## src/rtl/hack_uart_pkg.sv

```systemverilog
// hack_uart_pkg: shared state encoding and default word width for the UART transmit path
package hack_uart_pkg;
   typedef enum logic [1:0] {IDLE = 2'd0, LOAD = 2'd1, WAIT_DONE = 2'd2} state_t;
   localparam int DEF_WIDTH = 16;
endpackage

```

## src/rtl/rr_pick.sv

```systemverilog
// rr_pick: combinational round-robin selector
//   req   : pending requests
//   last  : index granted most recently; scanning starts just above it
//   grant : one-hot winner, idx : its index, any : some request is pending
module rr_pick #(
   parameter int NREQ = 2,
   parameter int LW   = $clog2(NREQ)
) (
   input  logic [NREQ-1:0] req,
   input  logic [LW-1:0]   last,
   output logic [NREQ-1:0] grant,
   output logic [LW-1:0]   idx,
   output logic            any
);
   always_comb begin
      grant = '0;
      idx   = '0;
      any   = |req;
      // Scan from farthest to nearest so the nearest set bit above last wins.
      for (int k = NREQ; k >= 1; k--) begin
         if (req[(int'(last) + k) % NREQ]) begin
            idx   = LW'((int'(last) + k) % NREQ);
            grant = NREQ'(1) << ((int'(last) + k) % NREQ);
         end
      end
   end
endmodule

```

## src/rtl/uart_tx_arbiter.sv

```systemverilog
// uart_tx_arbiter: shares one UartTX among NREQ requesters with round-robin selection
//   CLK_100MHz, RESET_N (async, active-low)
//   REQ/DATA  : per-requester pending flag and flattened data words
//   GRANT     : one-cycle one-hot pulse when a word is captured
//   TX_LOAD/TX_DATA/TX_BUSY : UartTX handshake
//   ACTIVE    : not idle, TIMEOUT : one-cycle pulse when TX_BUSY never rose
module uart_tx_arbiter
   import hack_uart_pkg::*;
#(
   parameter int NREQ         = 2,
   parameter int WIDTH        = DEF_WIDTH,
   parameter int BUSY_TIMEOUT = 16
) (
   input  logic                  CLK_100MHz,
   input  logic                  RESET_N,
   input  logic [NREQ-1:0]       REQ,
   input  logic [NREQ*WIDTH-1:0] DATA,
   output logic [NREQ-1:0]       GRANT,
   output logic                  TX_LOAD,
   output logic [WIDTH-1:0]      TX_DATA,
   input  logic                  TX_BUSY,
   output logic                  ACTIVE,
   output logic                  TIMEOUT
);
   localparam int LW = $clog2(NREQ);
   localparam int CW = $clog2(BUSY_TIMEOUT) + 1;
   state_t state, state_n;
   logic [LW-1:0] last, last_n, pick_idx;
   logic [CW-1:0] cnt, cnt_n;
   logic [NREQ-1:0] grant_n, pick_grant;
   logic [WIDTH-1:0] data_n;
   logic load_n, tmo_n, pick_any;
   rr_pick #(.NREQ(NREQ), .LW(LW)) u_pick (
      .req   (REQ),
      .last  (last),
      .grant (pick_grant),
      .idx   (pick_idx),
      .any   (pick_any)
   );
   always_comb begin
      state_n = state;
      last_n  = last;
      cnt_n   = cnt;
      grant_n = '0;
      data_n  = TX_DATA;
      load_n  = TX_LOAD;
      tmo_n   = 1'b0;
      case (state)
         IDLE: if (!TX_BUSY && pick_any) begin
            state_n = LOAD;
            last_n  = pick_idx;
            grant_n = pick_grant;
            data_n  = DATA[int'(pick_idx)*WIDTH +: WIDTH];
            load_n  = 1'b1;
            cnt_n   = '0;
         end
         LOAD: if (TX_BUSY) begin
            load_n  = 1'b0;
            state_n = WAIT_DONE;
         end else if (cnt == CW'(BUSY_TIMEOUT - 1)) begin
            // UartTX never acknowledged: drop the word rather than retry.
            load_n  = 1'b0;
            tmo_n   = 1'b1;
            state_n = IDLE;
         end else begin
            cnt_n = cnt + 1'b1;
         end
         WAIT_DONE: state_n = TX_BUSY ? WAIT_DONE : IDLE;
         default: begin
            state_n = IDLE;
            load_n  = 1'b0;
         end
      endcase
   end
   always_ff @(posedge CLK_100MHz or negedge RESET_N) begin
      if (!RESET_N) begin
         state   <= IDLE;
         last    <= LW'(NREQ - 1);
         cnt     <= '0;
         GRANT   <= '0;
         TX_LOAD <= 1'b0;
         TX_DATA <= '0;
         ACTIVE  <= 1'b0;
         TIMEOUT <= 1'b0;
      end else begin
         state   <= state_n;
         last    <= last_n;
         cnt     <= cnt_n;
         GRANT   <= grant_n;
         TX_LOAD <= load_n;
         TX_DATA <= data_n;
         ACTIVE  <= state_n != IDLE;
         TIMEOUT <= tmo_n;
      end
   end
endmodule

```

## config.mk

```make
export PLATFORM = sky130hd
export DESIGN_NAME = uart_tx_arbiter
export DESIGN_NICKNAME = d
export VERILOG_FILES = /design/src/rtl/hack_uart_pkg.sv /design/src/rtl/rr_pick.sv /design/src/rtl/uart_tx_arbiter.sv
export SDC_FILE = /design/constraint.sdc
export NUM_CORES = 1
export LEC_CHECK = 0
export BUFFER_PORTS_ARGS = -buffer_cell sky130_fd_sc_hd__buf_4
export CAP_MARGIN = 20
export CORE_MARGIN = 8
export CORE_UTILIZATION = 40
export CTS_CLUSTER_DIAMETER = 60
export CTS_CLUSTER_SIZE = 28
export DETAILED_ROUTE_END_ITERATION = 8
export PLACE_DENSITY = 0.66
export SLEW_MARGIN = 20
export SYNTH_ARGS = -nofsm -noshare
export SYNTH_HDL_FRONTEND = slang
export SYNTH_HIERARCHICAL = 1
export SYNTH_SLANG_ARGS = --single-unit
```

## constraint.sdc

```tcl
create_clock -name CLK_100MHz -period 2.25 [get_ports CLK_100MHz]
set_input_delay 0.45 -clock CLK_100MHz [delete_from_list [all_inputs] [get_ports CLK_100MHz]]
set_output_delay 0.45 -clock CLK_100MHz [all_outputs]
set_load 0.005 [all_outputs]
```

==> results of run 1 <==
layer usage:
metal / global-route usage [%] / vias up / share of wire [%]
met5: 0 / - / 0
met4: 5.22 / 0 / 1.8
met3: 7.28 / 5 / 9.9
met2: 16.6 / 45 / 41
met1: 14.6 / 493 / 47
li1: - / 558 / -
kinds of logic (layout without fill, tap and decap cells):
logic type | count (synthesis) | after routing
and+or+nand+nor | 42 | 42
AOI/OAI and AO/OA | 27 | 27
DFF | 29 | 29
buffers and inverters | 12 | 70
adders and majority gates | 2 | 2
muxes | 17 | 17
through the flow:
stage	power, mW	util [%]	setup slack, ps
after detailed placement	1.08	55.1	151
after global routing	1.48	56.8	52.6
final	1.37	56.8	129
after global placement	1.07	55.1	193
after CTS	1.40	56.8	129
after floorplan	0.852	-	246
cells in the mapped netlist:
library cell	number
sky130_fd_sc_hd__nand2_1	19
sky130_fd_sc_hd__o31ai_1	2
sky130_fd_sc_hd__a21oi_1	2
sky130_fd_sc_hd__or2_0	1
sky130_fd_sc_hd__buf_2	5
sky130_fd_sc_hd__nor2_1	4
sky130_fd_sc_hd__dfstp_2	1
sky130_fd_sc_hd__dfrtp_1	28
sky130_fd_sc_hd__or4b_1	1
sky130_fd_sc_hd__mux2_2	1
sky130_fd_sc_hd__nand3_1	1
sky130_fd_sc_hd__mux2i_1	16
sky130_fd_sc_hd__or2b_1	1
sky130_fd_sc_hd__or4b_4	1
sky130_fd_sc_hd__o21ai_0	18
sky130_fd_sc_hd__buf_4	1
sky130_fd_sc_hd__a211o_1	1
sky130_fd_sc_hd__or2b_2	1
sky130_fd_sc_hd__or2_1	1
sky130_fd_sc_hd__and3_1	1
sky130_fd_sc_hd__and2_1	2
sky130_fd_sc_hd__and2_2	1
sky130_fd_sc_hd__nand2b_1	1
sky130_fd_sc_hd__nor3b_1	3
sky130_fd_sc_hd__clkbuf_1	2
sky130_fd_sc_hd__inv_1	4
sky130_fd_sc_hd__nand3b_1	1
sky130_fd_sc_hd__nor4b_1	1
sky130_fd_sc_hd__or3_1	2
sky130_fd_sc_hd__a21o_1	1
sky130_fd_sc_hd__ha_1	2
sky130_fd_sc_hd__a21boi_0	3
critical path, delay by kind of cell (launching register included):
kind	cells	cell delay [ps]
adders and majority gates	2	440
and+or+nand+nor	3	1050
DFF	1	410
AOI/OAI and AO/OA	1	150
worst paths after layout:
check / end / slack [ps] / depth (start not counted)
max in group asynchronous: last / 1900 / 1
min reg2reg: last / 480 / 2
min: TX_DATA[3] / 40 / 1
max: cnt[3] / 130 / 6
min in group CLK_100MHz: TIMEOUT / 340 / 2
max reg2reg: cnt[3] / 130 / 6
state kept, by name, indices dropped and copies added (netlist names):
signal	flops
TX_LOAD	1
ACTIVE	1
GRANT	2
TX_DATA	16
last	1
cnt	5
TIMEOUT	1
state	2
where the power goes:
group | switching [mW] | total [mW] | internal, mW
registers | 0.0692 | 0.694 | 0.624
logic | 0.153 | 0.370 | 0.217
clock network | 0.163 | 0.310 | 0.147
layout make-up:
type	instances	area share [%]
sequential	29	38.7
tap	46	3.06
timing repair buffer	59	23.6
clock buffer	7	2.93
inverter	4	0.799
multi-input combinational	88	31.0
==> out/metrics.cfg, run 1 <==
[status]
run_status = complete, no violations

[critical_path]
arrival_ps = 2360
path_max_fanout = 4
critPathRequiredTime_ps = 2490
critical_path.most_common_cell = sky130_fd_sc_hd__ha_1
timing.critical_path.slowest_stage_cell = sky130_fd_sc_hd__or4b_4
crit_start = cnt[0]
category_of_the_critical_setup_timing_path = flop to flop
source_of_the_worst_register_to_register_timing_path = cnt[0]
setup.worst_path.start_class = flop
timing.critical_path.to_type = flop
worstPathCellList = ha_1 -> and3_1 -> ha_1 -> or4b_4 -> or3_1 -> a21oi_1
slowest_delay_ps = 510

[sta]
finalCritPeriodShare_pct = 94.3
timing.max_slew.rel_slack_pct = 57.4
period_minus_slack_ps = 2120
timing_max_transition_violations_final = 0
grt_setup_unrepaired = no
sum_neg_setup_slack_ps = 0
timing.clock.skew_ps = 4.14
timing_worst_slew_pin_value_ps = 629
final_hold_viol_count = 0
clock.fmax_mhz = 472
report.final.setup_viol = 0
fin_hold_ws_ps = 37.7

[detailed_routing]
drc_errors = 0
final_antenna_net_count = 0
post_drt_wl_per_cell_um = 13.1
post_drt_via_cell_ratio = 4.73
dr.first_iter.drc_count = 43
vias = 1101
drt_wl_total_mm = 3.05
drt_pre_antenna_iters = 4

[floorplan]
start_util_pct = 41.1
num_io_pins = 58
die_h_um = 74.3
die_area_mm2 = 0.00552
core.rowCount = 21
core_area_mm2 = 0.00331
chip_width_um = 74.3

[yosys]
synthAdderAreaFrac_pct = 1.84
synthXorXnorAreaFrac_pct = 0
synthCells = 129
synth_top_family_by_area = simple AND/OR/NAND/NOR gates
post_synth.cell_area_avg_um2 = 10.5
synth.yosys.seq_area_share_pct = 53.4
yosys-top-cells-area = sky130_fd_sc_hd__dfrtp_1 (52%), sky130_fd_sc_hd__mux2i_1 (12%), sky130_fd_sc_hd__o21ai_0 (6.6%)
synth.area.mux_share_pct = 12.6
synth-compound-area-share_pct = 11.3
synth.ff_latch_count = 29
top_cell_type_by_total_area_after_synthesis = sky130_fd_sc_hd__dfrtp_1
synth.net_count = 168
synth_area_mm2 = 0.00136
synth_simple_gate_area_share_pct = 16.7
post_synth_num_cell_types = 32
share_of_the_synthesized_area_in_the_top_cell_type_pct = 51.5
synth.yosys.warnings = 6

[grt]
via_count_of_the_first_global_routing_pass = 1170
grt_overflow = 0
antenna_found_initial = 0
grt.total_usage_pct = 12.0
grt_first_pass_wirelength_mm = 5.09
grt_start_max_net_pins = 34

[finish]
synthToLayoutAreaGrowth_pct = 38.2
n_fill_cell = 301
post-route-cell-area_mm2 = 0.00188
final_cell_count_no_fill = 233
final_common_cell = sky130_fd_sc_hd__buf_4
mostFrequentLayoutCells = sky130_fd_sc_hd__buf_4 (59), sky130_fd_sc_hd__dfrtp_1 (28), sky130_fd_sc_hd__nand2_1 (19)
final_layout_size_suffix_gt1_share_pct = 38.0
nNetsFinal = 226
antenna_cells_inserted = 0
ff_latch_area_um2 = 727
multi_input_gate_area_um2 = 582

[clock_network]
maximum_clock_insertion_buffer_count = 2
cts_made_buffers = 5
cts_root_buffer = sky130_fd_sc_hd__clkbuf_4
cts_hold_buffers = 0
post_cts_resized = 0
clock_sink_count = 29
cts.htree.levels = 2
insertion_delay_of_the_later_clocked_pin_in_the_worst_skew_pair_ps = 320
cts_tree = yes
cts.reportedPaths.clkPinSlew_ps = 80
cts_post_setup_buffers_inserted = 0

[job]
drv.max_cap_violation_count = 0

[power_and_ir_drop]
power_per_cell_area_mw_per_mm2 = 731
power.static_leakage_nw = 0.970
vdd_ir_max_mv = 0.385

[hold_path]
worstHoldPathType = input port to asynchronous set/reset pin

[placed_design]
post-place-cells = 226
detailed_place.area_mm2 = 0.00182
placement.io_buffers = 57
place.detailed.hpwl_mm = 2.36
finalWeightedCongestion = 0.777

Note: power is estimated with default switching activity, not from simulation.
==> run 2: changes to the inputs <==
--- a/config.mk
+++ b/config.mk
@@ -8,11 +8,11 @@
 export BUFFER_PORTS_ARGS = -buffer_cell sky130_fd_sc_hd__buf_4
 export CAP_MARGIN = 20
 export CORE_MARGIN = 8
-export CORE_UTILIZATION = 40
+export CORE_UTILIZATION = 47
 export CTS_CLUSTER_DIAMETER = 60
 export CTS_CLUSTER_SIZE = 28
 export DETAILED_ROUTE_END_ITERATION = 8
-export PLACE_DENSITY = 0.66
+export PLACE_DENSITY = 0.76
 export SLEW_MARGIN = 20
 export SYNTH_ARGS = -nofsm -noshare
 export SYNTH_HDL_FRONTEND = slang
==> run 2 against run 1 <==
Compared with the run above:
- sequential power barely moved
- worst setup slack worse by 34 ps
- critical path depth stayed put
- non-clock buffer count did not move
- wire length is 9.3% higher
- via count is 2.3% higher
==> out/metrics.cfg, run 2 (synthesized netlist as in run 1, its figures left out) <==
[status]
run_status = complete, no violations

[hold_path]
worstHoldPathType = input port to asynchronous set/reset pin

[critical_path]
ff2ff_path_depth = 6
source_of_the_worst_register_to_register_timing_path = cnt[0]
timing.critical_path.slowest_stage_cell = sky130_fd_sc_hd__or4b_4
path_max_fanout = 4
critPathRequiredTime_ps = 2510
r2r_end = cnt[3]
arrival_ps = 2410
worstPathCellList = ha_1 -> and3_1 -> ha_1 -> or4b_4 -> or3_1 -> a21oi_1
critical_path.most_common_cell = sky130_fd_sc_hd__ha_1
critPathTopFamily = simple AND/OR/NAND/NOR gates
reg2reg_slack_ps = 100
crit_buf_inv = 0
setup.worst_path.start_class = flop
timing.critical_path.to_type = flop
category_of_the_critical_setup_timing_path = flop to flop
slowest_delay_ps = 510

[detailed_routing]
final_antenna_net_count = 0
drt_wl_total_mm = 3.34
dr.first_iter.drc_count = 73
post_drt_wl_per_cell_um = 15.2
post_drt_via_cell_ratio = 5.14
drc_errors = 0
vias = 1126
drt_pre_antenna_iters = 4

[sta]
grt_setup_unrepaired = no
timing_max_transition_violations_final = 0
clock.fmax_mhz = 464
sum_neg_setup_slack_ps = 0
finalCritPeriodShare_pct = 95.8
report.final.setup_viol = 0
timing.max_slew.rel_slack_pct = 61.8
final_hold_viol_count = 0
timing_worst_slew_pin_value_ps = 565
timing.clock.skew_ps = 8.43
period_minus_slack_ps = 2150

[finish]
final_common_cell = sky130_fd_sc_hd__buf_4
reg.largest.list = TX_DATA: 16 flops, cnt: 5 flops
final_cell_count_no_fill = 219
final_layout_size_suffix_gt1_share_pct = 38.3
mostFrequentLayoutCells = sky130_fd_sc_hd__buf_4 (59), sky130_fd_sc_hd__dfrtp_1 (28), sky130_fd_sc_hd__nand2_1 (19)
number_of_flip_flops_in_the_largest_register = 16
antenna_cells_inserted = 0
regMostFlops = TX_DATA
synthToLayoutAreaGrowth_pct = 39.0
nNetsFinal = 226
finish.utilization_pct = 68.6

[clock_network]
cts_made_buffers = 5
cts.reportedPaths.clkPinSlew_ps = 90
cts.htree.levels = 2
insertion_delay_of_the_later_clocked_pin_in_the_worst_skew_pair_ps = 330
cts_tree = yes
cts_post_setup_buffers_inserted = 0
maximum_clock_insertion_buffer_count = 2
cts_root_buffer = sky130_fd_sc_hd__clkbuf_4
clock_sink_count = 29
cts_hold_buffers = 0
post_cts_resized = 0

[floorplan]
core_area_mm2 = 0.00276
chip_width_um = 69.8
num_io_pins = 58
die_area_mm2 = 0.00487
die_h_um = 69.8
start_util_pct = 49.3
core.rowCount = 19

[power_and_ir_drop]
power.static_leakage_nw = 0.984
vdd_ir_max_mv = 0.632
power_per_cell_area_mw_per_mm2 = 803

[placed_design]
finalWeightedCongestion = 0.818
placement.io_buffers = 57
post-place-cells = 211
place.detailed.hpwl_mm = 2.62

[grt]
via_count_of_the_first_global_routing_pass = 1229
grt_start_max_net_pins = 34
grt_overflow = 0
antenna_found_initial = 0
grt.total_usage_pct = 14.4
grt_first_pass_wirelength_mm = 5.81

[job]
drv.max_cap_violation_count = 0

[run 2: cell types whose count changed in the layout (fill, tap and decap cells not counted), sizes merged]
cell,change
bufinv,+1
[run 2: through the flow]
step	total power, mW	cell area [µm²]	hold slack, ps	setup slack [ps]
6_report	1.52	1890	24.0	95.3
5_1_grt	1.62	1890	25.3	28.2
3_5_place_dp	1.09	1810	393	124
2_1_floorplan	0.852	1360	154	246
4_1_cts	1.54	1890	27.7	96.8
3_3_place_gp	1.07	1810	385	209
[run 2: area by class of cell]
| cell class | count | area (µm²) |
|---|---|---|
| flip-flops and latches | 29 | 727 |
| well taps | 31 | 38.8 |
| clock inverters | 1 | 30.0 |
| clock buffers | 7 | 55.1 |
| repair buffers | 59 | 443 |
| inverters | 4 | 15.0 |
| multi-input cells | 88 | 582 |
| fillers | 221 | 867 |
[run 2: metal layers]
layer / share of wire [%] / routed length (µm) / global-route usage [%]
met1: 41 / 1370 / 16.2
met5: 0 / 0 / 0
met2: 51 / 1690 / 23.6
met3: 6.7 / 224 / 7.01
met4: 1.3 / 43 / 4.02
[run 2: worst reg2reg max path, cell delays in order, from the launching register on]
cell                      delay [ps]
sky130_fd_sc_hd__dfrtp_1         420
sky130_fd_sc_hd__ha_1            240
sky130_fd_sc_hd__and3_1          200
sky130_fd_sc_hd__ha_1            220
sky130_fd_sc_hd__or4b_4          510
sky130_fd_sc_hd__or3_1           360
sky130_fd_sc_hd__a21oi_1         150
[run 2: worst max-delay path by stage]
stage	start	end	slack [ps]	cells after the start
final	cnt[0]	cnt[3]	100	6
after global placement	cnt[0]	cnt[3]	210	6
after detailed placement	cnt[0]	cnt[3]	120	6
after global routing	cnt[0]	cnt[3]	30	6
after CTS	cnt[0]	cnt[3]	100	6
after floorplan	cnt[0]	cnt[3]	250	6
[run 2: where the power goes]
group / internal, mW / leakage, nW / switching, mW
clock network: 0.265 / 0.0455 / 0.182
registers: 0.624 / 0.367 / 0.0678
logic: 0.217 / 0.572 / 0.161
total: 1.11 / 0.984 / 0.411
==> run 3: changes to the inputs <==
==> constraint.sdc (replaced) <==
create_clock -name CLK_100MHz -period 2.25 [get_ports CLK_100MHz]
set_input_delay 0.225 -clock CLK_100MHz [delete_from_list [all_inputs] [get_ports CLK_100MHz]]
set_output_delay 0.225 -clock CLK_100MHz [all_outputs]
set_load 0.005 [all_outputs]
==> run 3 against run 2 <==
Compared with the run above:
- wire length is essentially flat
- clock power shrank 0.9%
- highest routed layer unchanged
- worst setup slack gained 19 ps
- flip-flop and latch count is the same
- design area grew 0.93%
- first-iteration DRC count shrank 59%
- total power grew 0.20%
- clock skew shrank 1.2 ps
==> out/metrics.cfg, run 3 (synthesized netlist as in run 1, its figures left out) <==
[status]
run_status = complete, no violations

[critical_path]
timing.critical_path.to_type = flop
critical_path.most_common_cell = sky130_fd_sc_hd__ha_1
r2r_end = cnt[3]
path_max_fanout = 4
critPathRequiredTime_ps = 2510
ff2ff_path_depth = 6
arrival_ps = 2390
timing.critical_path.slowest_stage_cell = sky130_fd_sc_hd__or4b_4
worstPathCellList = ha_1 -> and3_1 -> ha_1 -> or4b_4 -> or3_1 -> a21oi_1
crit_buf_inv = 0
slowest_delay_ps = 520
crit_start = cnt[0]
setup.worst_path.start_class = flop
category_of_the_critical_setup_timing_path = flop to flop
reg2reg_slack_ps = 110
source_of_the_worst_register_to_register_timing_path = cnt[0]
critPathTopFamily = simple AND/OR/NAND/NOR gates

[grt]
grt_overflow = 0
antenna_found_initial = 0
grt.total_usage_pct = 14.0
grt_first_pass_wirelength_mm = 5.64
grt_start_max_net_pins = 34
via_count_of_the_first_global_routing_pass = 1227

[power_and_ir_drop]
vdd_ir_max_mv = 0.680
power_frac_comb_pct = 25.4
p_seq_share_pct = 45.4
total_power_mw = 1.52
fraction_of_power_spent_switching_nets_pct = 26.9
p_switching_mw = 0.408
power.static_leakage_nw = 0.993
power_per_cell_area_mw_per_mm2 = 797
power_frac_clock_pct = 29.1
cell_internal_pwr_mw = 1.11

[finish]
nNetsFinal = 228
n_fill_cell = 232
post-route-cell-area_mm2 = 0.00191
final_layout_size_suffix_gt1_share_pct = 38.4
mostFrequentLayoutCells = sky130_fd_sc_hd__buf_4 (60), sky130_fd_sc_hd__dfrtp_1 (28), sky130_fd_sc_hd__nand2_1 (19)
reg.largest.list = TX_DATA: 16 flops, cnt: 5 flops
antenna_cells_inserted = 0
final_common_cell = sky130_fd_sc_hd__buf_4
regMostFlops = TX_DATA
number_of_flip_flops_in_the_largest_register = 16
synthToLayoutAreaGrowth_pct = 40.3

[sta]
timing_max_transition_violations_final = 0
timing.max_slew.rel_slack_pct = 60.1
sum_neg_setup_slack_ps = 0
report.final.setup_viol = 0
timing.clock.skew_ps = 7.21
grt_setup_unrepaired = no
finalCritPeriodShare_pct = 94.9
final_hold_viol_count = 0
fin_hold_ws_ps = 110
clock.fmax_mhz = 468
period_minus_slack_ps = 2140
timing_worst_slew_pin_value_ps = 591
finalWorstSetupSlack_ps = 114

[placed_design]
place.detailed.hpwl_mm = 2.61
finalWeightedCongestion = 0.841
detailed_place.area_mm2 = 0.00181
placement.io_buffers = 57
place_ws_ps = 124

[clock_network]
insertion_delay_of_the_later_clocked_pin_in_the_worst_skew_pair_ps = 330
cts_made_buffers = 5
cts.reportedPaths.clkPinSlew_ps = 90
cts_root_buffer = sky130_fd_sc_hd__clkbuf_4
cts.htree.levels = 2
cts_tree = yes
maximum_clock_insertion_buffer_count = 2
clock_sink_count = 29
post_cts_resized = 0

[floorplan]
die_area_mm2 = 0.00487
start_util_pct = 49.3
core_area_mm2 = 0.00276
chip_width_um = 69.8
num_io_pins = 58
core.rowCount = 19
die_h_um = 69.8

[hold_path]
hold_depth = 2
worstHoldPathType = input port to flop
worst_hold_path.endpoint = TIMEOUT
hold_start = TX_BUSY

[detailed_routing]
drt_pre_antenna_iters = 4
dr.first_iter.drc_count = 30
post_drt_via_cell_ratio = 5.08
final_antenna_net_count = 0
vias = 1123
post_drt_wl_per_cell_um = 15.1
drt_wl_total_mm = 3.34
drc_errors = 0

[job]
drv.max_cap_violation_count = 0

==> run 3: cell count changes in the layout (fill, tap and decap cells not counted) <==
| cell | before | now |
|---|---|---|
| sky130_fd_sc_hd__buf_4 | 59 | 60 |
| sky130_fd_sc_hd__dlygate4sd3_1 | 0 | 1 |
==> run 3: power groups by stage <==
stage / combinational (mW) / sequential, mW / clock [mW]
final: 0.387 / 0.690 / 0.443
after global routing: 0.434 / 0.700 / 0.481
after global placement: 0.376 / 0.694 / 0
after detailed placement: 0.390 / 0.700 / 0
after CTS: 0.391 / 0.692 / 0.455
after floorplan: 0.155 / 0.697 / 0
==> run 3: worst max path at each step <==
stage,endpoint,cells past startpoint
after floorplan,cnt[3],6
after global placement,cnt[3],6
after detailed placement,cnt[3],6
after CTS,cnt[3],6
after global routing,cnt[3],6
final,cnt[3],6
==> run 3: final cells by class <==
| class | count | area, µm² | area share (%) |
|---|---|---|---|
| tap | 31 | 38.8 | 2.03 |
| multi-input combinational | 88 | 582 | 30.5 |
| clock inverter | 1 | 30.0 | 1.57 |
| timing repair buffer | 61 | 460 | 24.1 |
| sequential | 29 | 727 | 38.1 |
| inverter | 4 | 15.0 | 0.787 |
| clock buffer | 7 | 55.1 | 2.89 |
==> run 3: what timing repair did <==
item	in CTS	in global routing
setup endpoints to repair	0	1
buffers inserted	0	1
endpoints found under the hold margin	28	0
hold buffers	1	0
==> run 3: metal layers <==
| metal | global-route usage, % | share of wire (%) |
|---|---|---|
| met5 | 0 | 0 |
| met4 | 6.03 | 1.9 |
| met3 | 5.58 | 6.3 |
| met2 | 23.5 | 50 |
| met1 | 15.3 | 42 |
==> run 3: worst register-to-register path, delay by kind of cell, from the launching register on <==
family,cells,cell delay [ps]
simple gates,3,1070
compound gates,1,140
fa+ha+maj,2,440
flops,1,410
==> run 3: through the flow <==
stage / utilization, % / instances
6_report: 69.2 / 221
5_1_grt: 69.2 / 221
4_1_cts: 68.9 / 220
3_5_place_dp: 65.5 / 211
3_3_place_gp: 65.5 / 211
2_1_floorplan: - / 129
